==> src/rtl/mem_1r1w_rd_ctrl.sv <==
// Read-side controller for a 1R1W memory with fixed read latency.
// Issues reads, tracks them through a latency pipe and returns responses in order via a FIFO.
module mem_1r1w_rd_ctrl #(
    parameter int unsigned AW         = 10,
    parameter int unsigned DW         = 32,
    parameter int unsigned WORDS      = 1024,
    parameter int unsigned LATENCY    = 2,
    parameter int unsigned FIFO_DEPTH = 4
) (
    input  logic                            clk,
    input  logic                            rst,
    input  logic                            req_valid,
    output logic                            req_ready,
    input  logic [AW-1:0]                   req_addr,
    output logic                            read_0,
    output logic [AW-1:0]                   addr_0,
    input  logic [DW-1:0]                   dout_0,
    input  logic                            read_serr_0,
    input  logic                            read_derr_0,
    output logic                            rsp_valid,
    input  logic                            rsp_ready,
    output logic [DW-1:0]                   rsp_data,
    output logic                            rsp_serr,
    output logic                            rsp_derr,
    output logic                            rsp_oor,
    output logic [$clog2(FIFO_DEPTH+1)-1:0] inflight,
    output logic                            err_sticky
);

    localparam int unsigned CW = $clog2(FIFO_DEPTH + 1);
    localparam int unsigned PW = (FIFO_DEPTH > 1) ? $clog2(FIFO_DEPTH) : 1;
    localparam int unsigned EW = DW + 3;
    // One extra bit so WORDS == 2**AW is representable in the range compare.
    localparam logic [AW:0] WordsExt = (AW + 1)'(WORDS);

    if ((LATENCY == 0) || (LATENCY > 29)) begin : g_bad_latency
        $fatal(1, "ERR: LATENCY=%0d outside legal range 1..29", LATENCY);
    end
    if (FIFO_DEPTH == 0) begin : g_bad_depth
        $fatal(1, "ERR: FIFO_DEPTH must be >= 1");
    end

    logic [CW-1:0]      inflight_q, inflight_d;
    logic [LATENCY-1:0] vld_q, vld_d;
    logic [LATENCY-1:0] oor_q, oor_d;
    logic [EW-1:0]      fifo_q [FIFO_DEPTH];
    logic [EW-1:0]      fifo_d [FIFO_DEPTH];
    logic [PW-1:0]      wr_ptr_q, wr_ptr_d;
    logic [PW-1:0]      rd_ptr_q, rd_ptr_d;
    logic [CW-1:0]      cnt_q, cnt_d;
    logic               err_sticky_q, err_sticky_d;

    logic               req_oor;
    logic               accept;
    logic               push;
    logic               pop;
    logic               fifo_full;
    logic [EW-1:0]      cap_entry;
    logic [EW-1:0]      head;

    function automatic logic [PW-1:0] ptr_inc(input logic [PW-1:0] p);
        return (p == PW'(FIFO_DEPTH - 1)) ? '0 : p + 1'b1;
    endfunction

    // Request side: credit comes from the registered count only.
    always_comb begin
        req_oor   = ({1'b0, req_addr} >= WordsExt);
        req_ready = rst && (inflight_q < CW'(FIFO_DEPTH));
        accept    = req_valid && req_ready;
        read_0    = accept && !req_oor;
        addr_0    = req_addr;
    end

    // Latency tracking pipe; stage LATENCY-1 lines up with dout_0.
    always_comb begin
        vld_d    = '0;
        oor_d    = '0;
        vld_d[0] = accept;
        oor_d[0] = accept && req_oor;
        for (int i = 1; i < int'(LATENCY); i++) begin
            vld_d[i] = vld_q[i-1];
            oor_d[i] = oor_q[i-1];
        end
    end

    // Entry layout: {data, serr, derr, oor}.
    always_comb begin
        push      = vld_q[LATENCY-1];
        cap_entry = oor_q[LATENCY-1] ? {{DW{1'b0}}, 3'b001}
                                     : {dout_0, read_serr_0, read_derr_0, 1'b0};
        head      = fifo_q[rd_ptr_q];
        rsp_valid = rst && (cnt_q != '0);
        pop       = rsp_valid && rsp_ready;
        fifo_full = (cnt_q == CW'(FIFO_DEPTH));
    end

    always_comb begin
        fifo_d = fifo_q;
        if (push) begin
            fifo_d[wr_ptr_q] = cap_entry;
        end
        wr_ptr_d     = push ? ptr_inc(wr_ptr_q) : wr_ptr_q;
        rd_ptr_d     = pop ? ptr_inc(rd_ptr_q) : rd_ptr_q;
        cnt_d        = cnt_q + CW'(push) - CW'(pop);
        inflight_d   = inflight_q + CW'(accept) - CW'(pop);
        err_sticky_d = err_sticky_q || (pop && (head[2] || head[1] || head[0]));
    end

    always_comb begin
        rsp_data   = head[EW-1:3];
        rsp_serr   = head[2];
        rsp_derr   = head[1];
        rsp_oor    = head[0];
        inflight   = inflight_q;
        err_sticky = err_sticky_q;
    end

    always_ff @(posedge clk) begin
        if (!rst) begin
            inflight_q   <= '0;
            vld_q        <= '0;
            oor_q        <= '0;
            wr_ptr_q     <= '0;
            rd_ptr_q     <= '0;
            cnt_q        <= '0;
            err_sticky_q <= 1'b0;
        end else begin
            inflight_q   <= inflight_d;
            vld_q        <= vld_d;
            oor_q        <= oor_d;
            wr_ptr_q     <= wr_ptr_d;
            rd_ptr_q     <= rd_ptr_d;
            cnt_q        <= cnt_d;
            err_sticky_q <= err_sticky_d;
        end
    end

    // Storage needs no reset: entries are only visible below cnt_q.
    always_ff @(posedge clk) begin
        fifo_q <= fifo_d;
    end

    a_no_full_capture : assert property (@(posedge clk) disable iff (!rst) !(push && fifo_full));

endmodule

==> config.mk <==
export PLATFORM = sky130hd
export DESIGN_NAME = mem_1r1w_rd_ctrl
export DESIGN_NICKNAME = d
export VERILOG_FILES = /design/src/rtl/mem_1r1w_rd_ctrl.sv
export SDC_FILE = /design/constraint.sdc
export NUM_CORES = 1
export LEC_CHECK = 0
export ABC_AREA = 1
export BUFFER_PORTS_ARGS = -buffer_cell sky130_fd_sc_hd__buf_2
export CELL_PAD_IN_SITES_DETAIL_PLACEMENT = 1
export CELL_PAD_IN_SITES_GLOBAL_PLACEMENT = 1
export CORE_ASPECT_RATIO = 0.6
export CORE_MARGIN = 2
export CORE_UTILIZATION = 45
export DETAILED_ROUTE_END_ITERATION = 16
export GPL_TIMING_DRIVEN = 0
export PLACE_DENSITY_LB_ADDON = 0.3
export SLEW_MARGIN = 20
export SYNTH_ARGS = -nofsm -noshare
export SYNTH_HDL_FRONTEND = slang
export SYNTH_SLANG_ARGS = --single-unit
==> constraint.sdc <==
create_clock -name clk -period 2.9 [get_ports clk]
set_clock_uncertainty 0.2 [all_clocks]
set_input_delay 0.145 -clock clk [delete_from_list [all_inputs] [get_ports clk]]
set_output_delay 0.145 -clock clk [all_outputs]
set_load 0.01 [all_outputs]
==> results of run 1 <==
flip-flops by register name (all words and copies together) (netlist names):
signal and cells:
fifo_q 136, vld_q 2, cnt_q 3, err_sticky 1
wr_ptr_q 2, inflight 3, rd_ptr_q 2
kinds of logic (layout without fill, tap and decap cells):
kind of cell / Yosys count / after routing / synth area share
other: 1 / 1 / 0.000644
AO/OA/AOI/OAI: 107 / 107 / 0.100
adder cells (fa/ha/maj): 11 / 11 / 0.0262
XOR/XNOR: 2 / 2 / 0.00301
flip-flops: 149 / 149 / 0.746
AND/OR/NAND/NOR: 101 / 101 / 0.0700
buffers and inverters: 59 / 220 / 0.0545
Yosys cell counts, drive strengths merged:
cell type	n	area share
clkbuf	10	0.0064
nor3	1	0.00086
nand2	24	0.017
nor3b	2	0.0026
dfxtp	13	0.045
fa	2	0.0069
inv	26	0.017
a21oi	5	0.0049
clkinv	1	0.00086
o21ai	70	0.061
nor2	70	0.045
o22ai	32	0.034
edfxtp	136	0.70
conb	1	0.00064
buf	22	0.030
nand3	4	0.0043
ha	9	0.019
xor2	2	0.0030
power breakdown:
part	internal, mW	switching [mW]
clock network	1.35	0.859
logic	0.533	0.899
registers	2.43	0.0690
per-stage QoR:
step	cells	util
floorplan	430	-
global placement	687	0.509
detailed placement	691	0.515
CTS	761	0.591
global route	761	0.591
finish	761	0.591
per-layer routing:
layer | GRT usage | wire, µm
met2 | 0.388 | 7290
met3 | 0.0692 | 1020
met4 | 0.0553 | 119
met5 | 0 | 0
met1 | 0.297 | 6450
worst paths after layout:
kind | startpoint | to | slack [ns] | depth (start not counted)
hold / removal | vld_q[0] | vld_q[1] | 0.25 | 2
hold reg to reg | vld_q[0] | vld_q[1] | 0.25 | 2
setup / recovery | rst | inflight[2] | 0.27 | 12
setup reg to reg | cnt_q[1] | inflight[2] | 0.27 | 12
placed cells by master, fill, tap and decap left out:
cell,instances
inv_6,1
nand3_1,3
xor2_1,2
buf_2,91
bufinv_16,3
inv_1,21
nand2_1,22
dfxtp_1,13
a21oi_2,1
ha_1,9
o21ai_0,58
o21ai_1,11
nor2_1,70
nand2_4,1
nand3_2,1
clkbuf_16,17
clkinvlp_4,3
buf_6,6
nand2_2,1
o21ai_2,1
edfxtp_1,136
conb_1,1
clkinv_2,4
a21oi_1,4
buf_12,4
dlygate4sd3_1,38
fa_1,2
nor3b_1,2
inv_2,5
clkbuf_1,13
clkinv_4,2
o22ai_1,32
buf_4,12
nor3_1,1
worst min-delay path, cell delays in order (launching register included):
cell     delay, ns
dfxtp_1       0.31
nand2_1       0.07
inv_1         0.04
layout make-up:
type | count | area share
sequential | 149 | 0.577
clock buffer | 20 | 0.0580
tap | 170 | 0.0283
timing repair buffer | 129 | 0.119
inverter | 27 | 0.0136
multi-input combinational | 222 | 0.155
clock inverter | 12 | 0.0204
buffer | 32 | 0.0286
==> impl_metrics.json, run 1 <==
{
  "status": "complete, no violations",
  "stdcell_area_mm2": 0.00753,
  "end_kind": "flop",
  "ant_nets": 0,
  "clk_latency_ns": 0.42,
  "syn_inst": 430,
  "start_util": 0.458,
  "syn-num-nets": 489,
  "rows": 32,
  "cts_buffer_depth": 2,
  "fmax_ghz": 0.380,
  "grt_pass1_wl_um": 23200,
  "ctsHtreeMaxLevel": 4,
  "insertedDiodeCount": 0,
  "overflow": 0,
  "hpwl_um": 8960,
  "final-setup-viol-count": 0,
  "syn2layout_area_growth_pct": 29.2,
  "die_h_um": 92.1,
  "yosysSeqAreaShare": 0.746,
  "drt-wirelength-per-cell_um": 19.5,
  "ios": 100,
  "cp.arrival_ns": 2.78,
  "dr.pass1.iters": 4,
  "num_vias": 3932,
  "path_max_fanout": 10,
  "cp_slowest_cell": "dlygate4sd3_1",
  "die_width_um": 151,
  "synthesis.area_mm2": 0.00583,
  "critPathRequiredTime_ns": 3.05,
  "cts_hold_buf": 38,
  "hold_class": "reg -> reg",
  "max_cap_violations": 0,
  "post_dp_cell_area_mm2": 0.00656,
  "grt_pass1_vias": 4199,
  "grt_max_degree": 29,
  "grt_antenna_before_repair": 0,
  "max-vdd-ir-drop_mv": 0.442,
  "start_kind": "input pin",
  "power_leakage_nw": 2.88,
  "die_area_mm2": 0.0139,
  "finalMaxSlewViolations": 0,
  "gp_congestion": 0.722,
  "cts.clk_slew.worst_paths_ns": 0.06,
  "fin_setup_tns_ns": 0,
  "cp.buffers_inverters": 4,
  "vias_per_cell": 5.17,
  "cp_top_family": "adder cells",
  "finalPower_mw": 6.14,
  "grt_use_total": 0.231,
  "first_iter_violations": 239,
  "timing.critical_path.slowest_cell_delay_ns": 0.52,
  "whs_ns": 0.251,
  "post-route-min-period_ns": 2.63,
  "drc": 0,
  "seq_area_mm2": 0.00434,
  "ys_ff_latch": 149,
  "cts-resized-gates": 0,
  "path_cells": "dlygate4sd3_1 > buf_2 > nand2_1 > nor2_1 > ha_1 > inv_1 > ha_1 > inv_1 > fa_1 > xor2_1 > o21ai_0 > a21oi_1",
  "drive_gt1_frac": 0.259,
  "core_mm2": 0.0127,
  "routed_wl_um": 14900,
  "ys_types": 27,
  "dp_slack_ns": 0.314,
  "cts_root_buf": "clkbuf_16",
  "critPathKind": "in -> reg",
  "finalHoldViolCount": 0,
  "fillers": 1272,
  "cts_tree": "yes",
  "synth_warnings": 0,
  "slew_headroom": 0.626,
  "post_cts_buffers": 0,
  "multi_input_area_mm2": 0.00116,
  "num-nets-final": 637,
  "rsz0062_at_grt": "false",
  "numCtsBuffers": 17,
  "setup_ws_ns": 0.269,
  "syn-mean-instance-area_um2": 13.6,
  "p_per_area_mw_per_mm2": 816,
  "min_period_over_period": 0.907,
  "tightest_slew_ns": 0.561,
  "cts_sinks": 149,
  "portBuffers": 87
}
No activity file was read; power rests on OpenSTA's default activity.
==> run 2, diff against run 1 <==
--- a/config.mk
+++ b/config.mk
@@ -10,7 +10,7 @@
 export CELL_PAD_IN_SITES_DETAIL_PLACEMENT = 1
 export CELL_PAD_IN_SITES_GLOBAL_PLACEMENT = 1
 export CORE_ASPECT_RATIO = 0.6
-export CORE_MARGIN = 2
+export CORE_MARGIN = 5
 export CORE_UTILIZATION = 45
 export DETAILED_ROUTE_END_ITERATION = 16
 export GPL_TIMING_DRIVEN = 0
==> run 2 against run 1 <==
- worst setup slack barely moved
- core utilization fell by 0.52 points
- worst hold slack worse by 0.015 ns
- non-clock buffer count did not move
- via count grew 0.79%
- wire length down 1.7%
- cell area shrank 0.57%
- sequential share of layout area up 0.33 points
- clock power fell by 9%
- die area increased by 11%
- critical path depth stayed put
- register-to-register slack barely moved
- largest cell class unchanged
==> impl_metrics.json, run 2 (synthesis gave the netlist of run 1 again) <==
{
  "cp_slowest_cell": "dfxtp_1",
  "core_mm2": 0.0128,
  "p_switching_mw": 1.86,
  "p_per_area_mw_per_mm2": 793,
  "finalPower_mw": 5.93,
  "overflow": 0,
  "setup_ws_ns": 0.269,
  "dp_slack_ns": 0.280,
  "max_cap_violations": 0,
  "cts_buffer_depth": 2,
  "largest_register_ffs": 136,
  "rsz0062_at_grt": "false",
  "finalHoldViolCount": 0,
  "grt_max_degree": 29,
  "stdcell_area_mm2": 0.00748,
  "status": "complete, no violations",
  "critPathKind": "reg -> reg",
  "vias_per_cell": 5.21,
  "cp_top_family": "adder cells",
  "ant_nets": 0,
  "hpwl_um": 9420,
  "path_cells": "nor2_1 > nand2_1 > nand2_1 > nor2_1 > ha_1 > inv_1 > ha_1 > inv_1 > fa_1 > xor2_1 > o21ai_0 > a21oi_1",
  "p_clk_frac": 0.341,
  "whs_ns": 0.236,
  "end_kind": "flop",
  "cts.clk_slew.worst_paths_ns": 0.06,
  "final_common_cell": "edfxtp_1",
  "die_area_mm2": 0.0154,
  "num-nets-final": 637,
  "drive_gt1_frac": 0.262,
  "cts_sinks": 149,
  "cts_tree": "yes",
  "cts-resized-gates": 0,
  "post_dp_cell_area_mm2": 0.00656,
  "grt_use_total": 0.195,
  "fin_util": 0.586,
  "fillers": 1288,
  "min_period_over_period": 0.907,
  "power.share.switching": 0.313,
  "post_cts_buffers": 0,
  "clk_latency_ns": 0.41,
  "grt_pass1_wl_um": 22700,
  "insertedDiodeCount": 0,
  "numCtsBuffers": 17,
  "combPwrFrac": 0.238,
  "syn2layout_area_growth_pct": 28.4,
  "stdcell_count": 761,
  "grt_pass1_vias": 4249,
  "max-vdd-ir-drop_mv": 0.446,
  "dpl.cell_count": 691,
  "start_kind": "flop",
  "hold_class": "reg -> reg",
  "fmax_ghz": 0.380,
  "tightest_slew_ns": 0.548,
  "drt-wirelength-per-cell_um": 19.2,
  "critPathRequiredTime_ns": 3.04,
  "cp.arrival_ns": 2.77,
  "seqPwrFrac": 0.421,
  "cts_hold_buf": 38,
  "internal-power_mw": 4.07,
  "fin_setup_tns_ns": 0,
  "slew_headroom": 0.635,
  "largest_register": "fifo_q",
  "post-route-min-period_ns": 2.63,
  "first_iter_violations": 232,
  "cts_root_buf": "clkbuf_16",
  "die_width_um": 157,
  "final_cell_mix": "edfxtp_1, buf_2, nor2_1",
  "die_h_um": 98.1,
  "timing.critical_path.slowest_cell_delay_ns": 0.38,
  "start_util": 0.456,
  "grt_antenna_before_repair": 0,
  "ctsHtreeMaxLevel": 4,
  "final-setup-viol-count": 0,
  "portBuffers": 87,
  "num_vias": 3963,
  "path_max_fanout": 5,
  "routed_wl_um": 14600,
  "dr.pass1.iters": 4,
  "gp_congestion": 0.733,
  "finalMaxSlewViolations": 0,
  "drc": 0,
  "cp.buffers_inverters": 2,
  "ios": 100,
  "rows": 32,
  "power_leakage_nw": 2.86
}
[run 2: changes by cell type in the layout (fill, tap and decap cells not counted), sizes merged]
cell / change
clkinv: +3
clkbuf: -3
clkinvlp: -1
bufinv: -3
inv: +4
[run 2: final timing paths]
kind                            startpoint          end  slack [ns]  depth (start not counted)
worst max-delay path              cnt_q[1]  inflight[2]        0.27                         12
worst min-delay path              vld_q[0]     vld_q[1]        0.24                          2
worst max register to register    cnt_q[1]  inflight[2]        0.27                         12
worst min register to register    vld_q[0]     vld_q[1]        0.24                          2
[run 2: final cells by class]
cell class | instances | area, µm² | area share
flip-flops and latches | 149 | 4340 | 0.581
multi-input cells | 222 | 1160 | 0.156
repair buffers | 129 | 896 | 0.120
clock buffers | 17 | 425 | 0.0568
plain buffers | 32 | 215 | 0.0288
well taps | 170 | 213 | 0.0284
clock inverters | 15 | 123 | 0.0164
inverters | 27 | 103 | 0.0137
[run 2: metal layers]
metal	part of all wire	routed length (µm)	vias to the layer above	global-route usage
met3	0.051	742	17	0.0390
met5	0	0	-	0
li1	-	-	1845	-
met1	0.44	6460	1988	0.252
met2	0.50	7250	113	0.332
met4	0.011	159	0	0.0653
[run 2: worst min-delay path, cell delays in order, from the launching register on]
cell and delay, ns:
dfxtp_1 0.31, nand2_1 0.05, inv_1 0.05
[run 2: power by group through the flow]
stage | Clock, mW | Combinational (mW) | Sequential [mW]
after floorplan | 0 | 0.800 | 2.54
after global placement | 0 | 1.31 | 2.54
after detailed placement | 0 | 1.38 | 2.54
after CTS | 2.05 | 1.44 | 2.50
after global routing | 2.16 | 1.58 | 2.51
final | 2.02 | 1.41 | 2.50
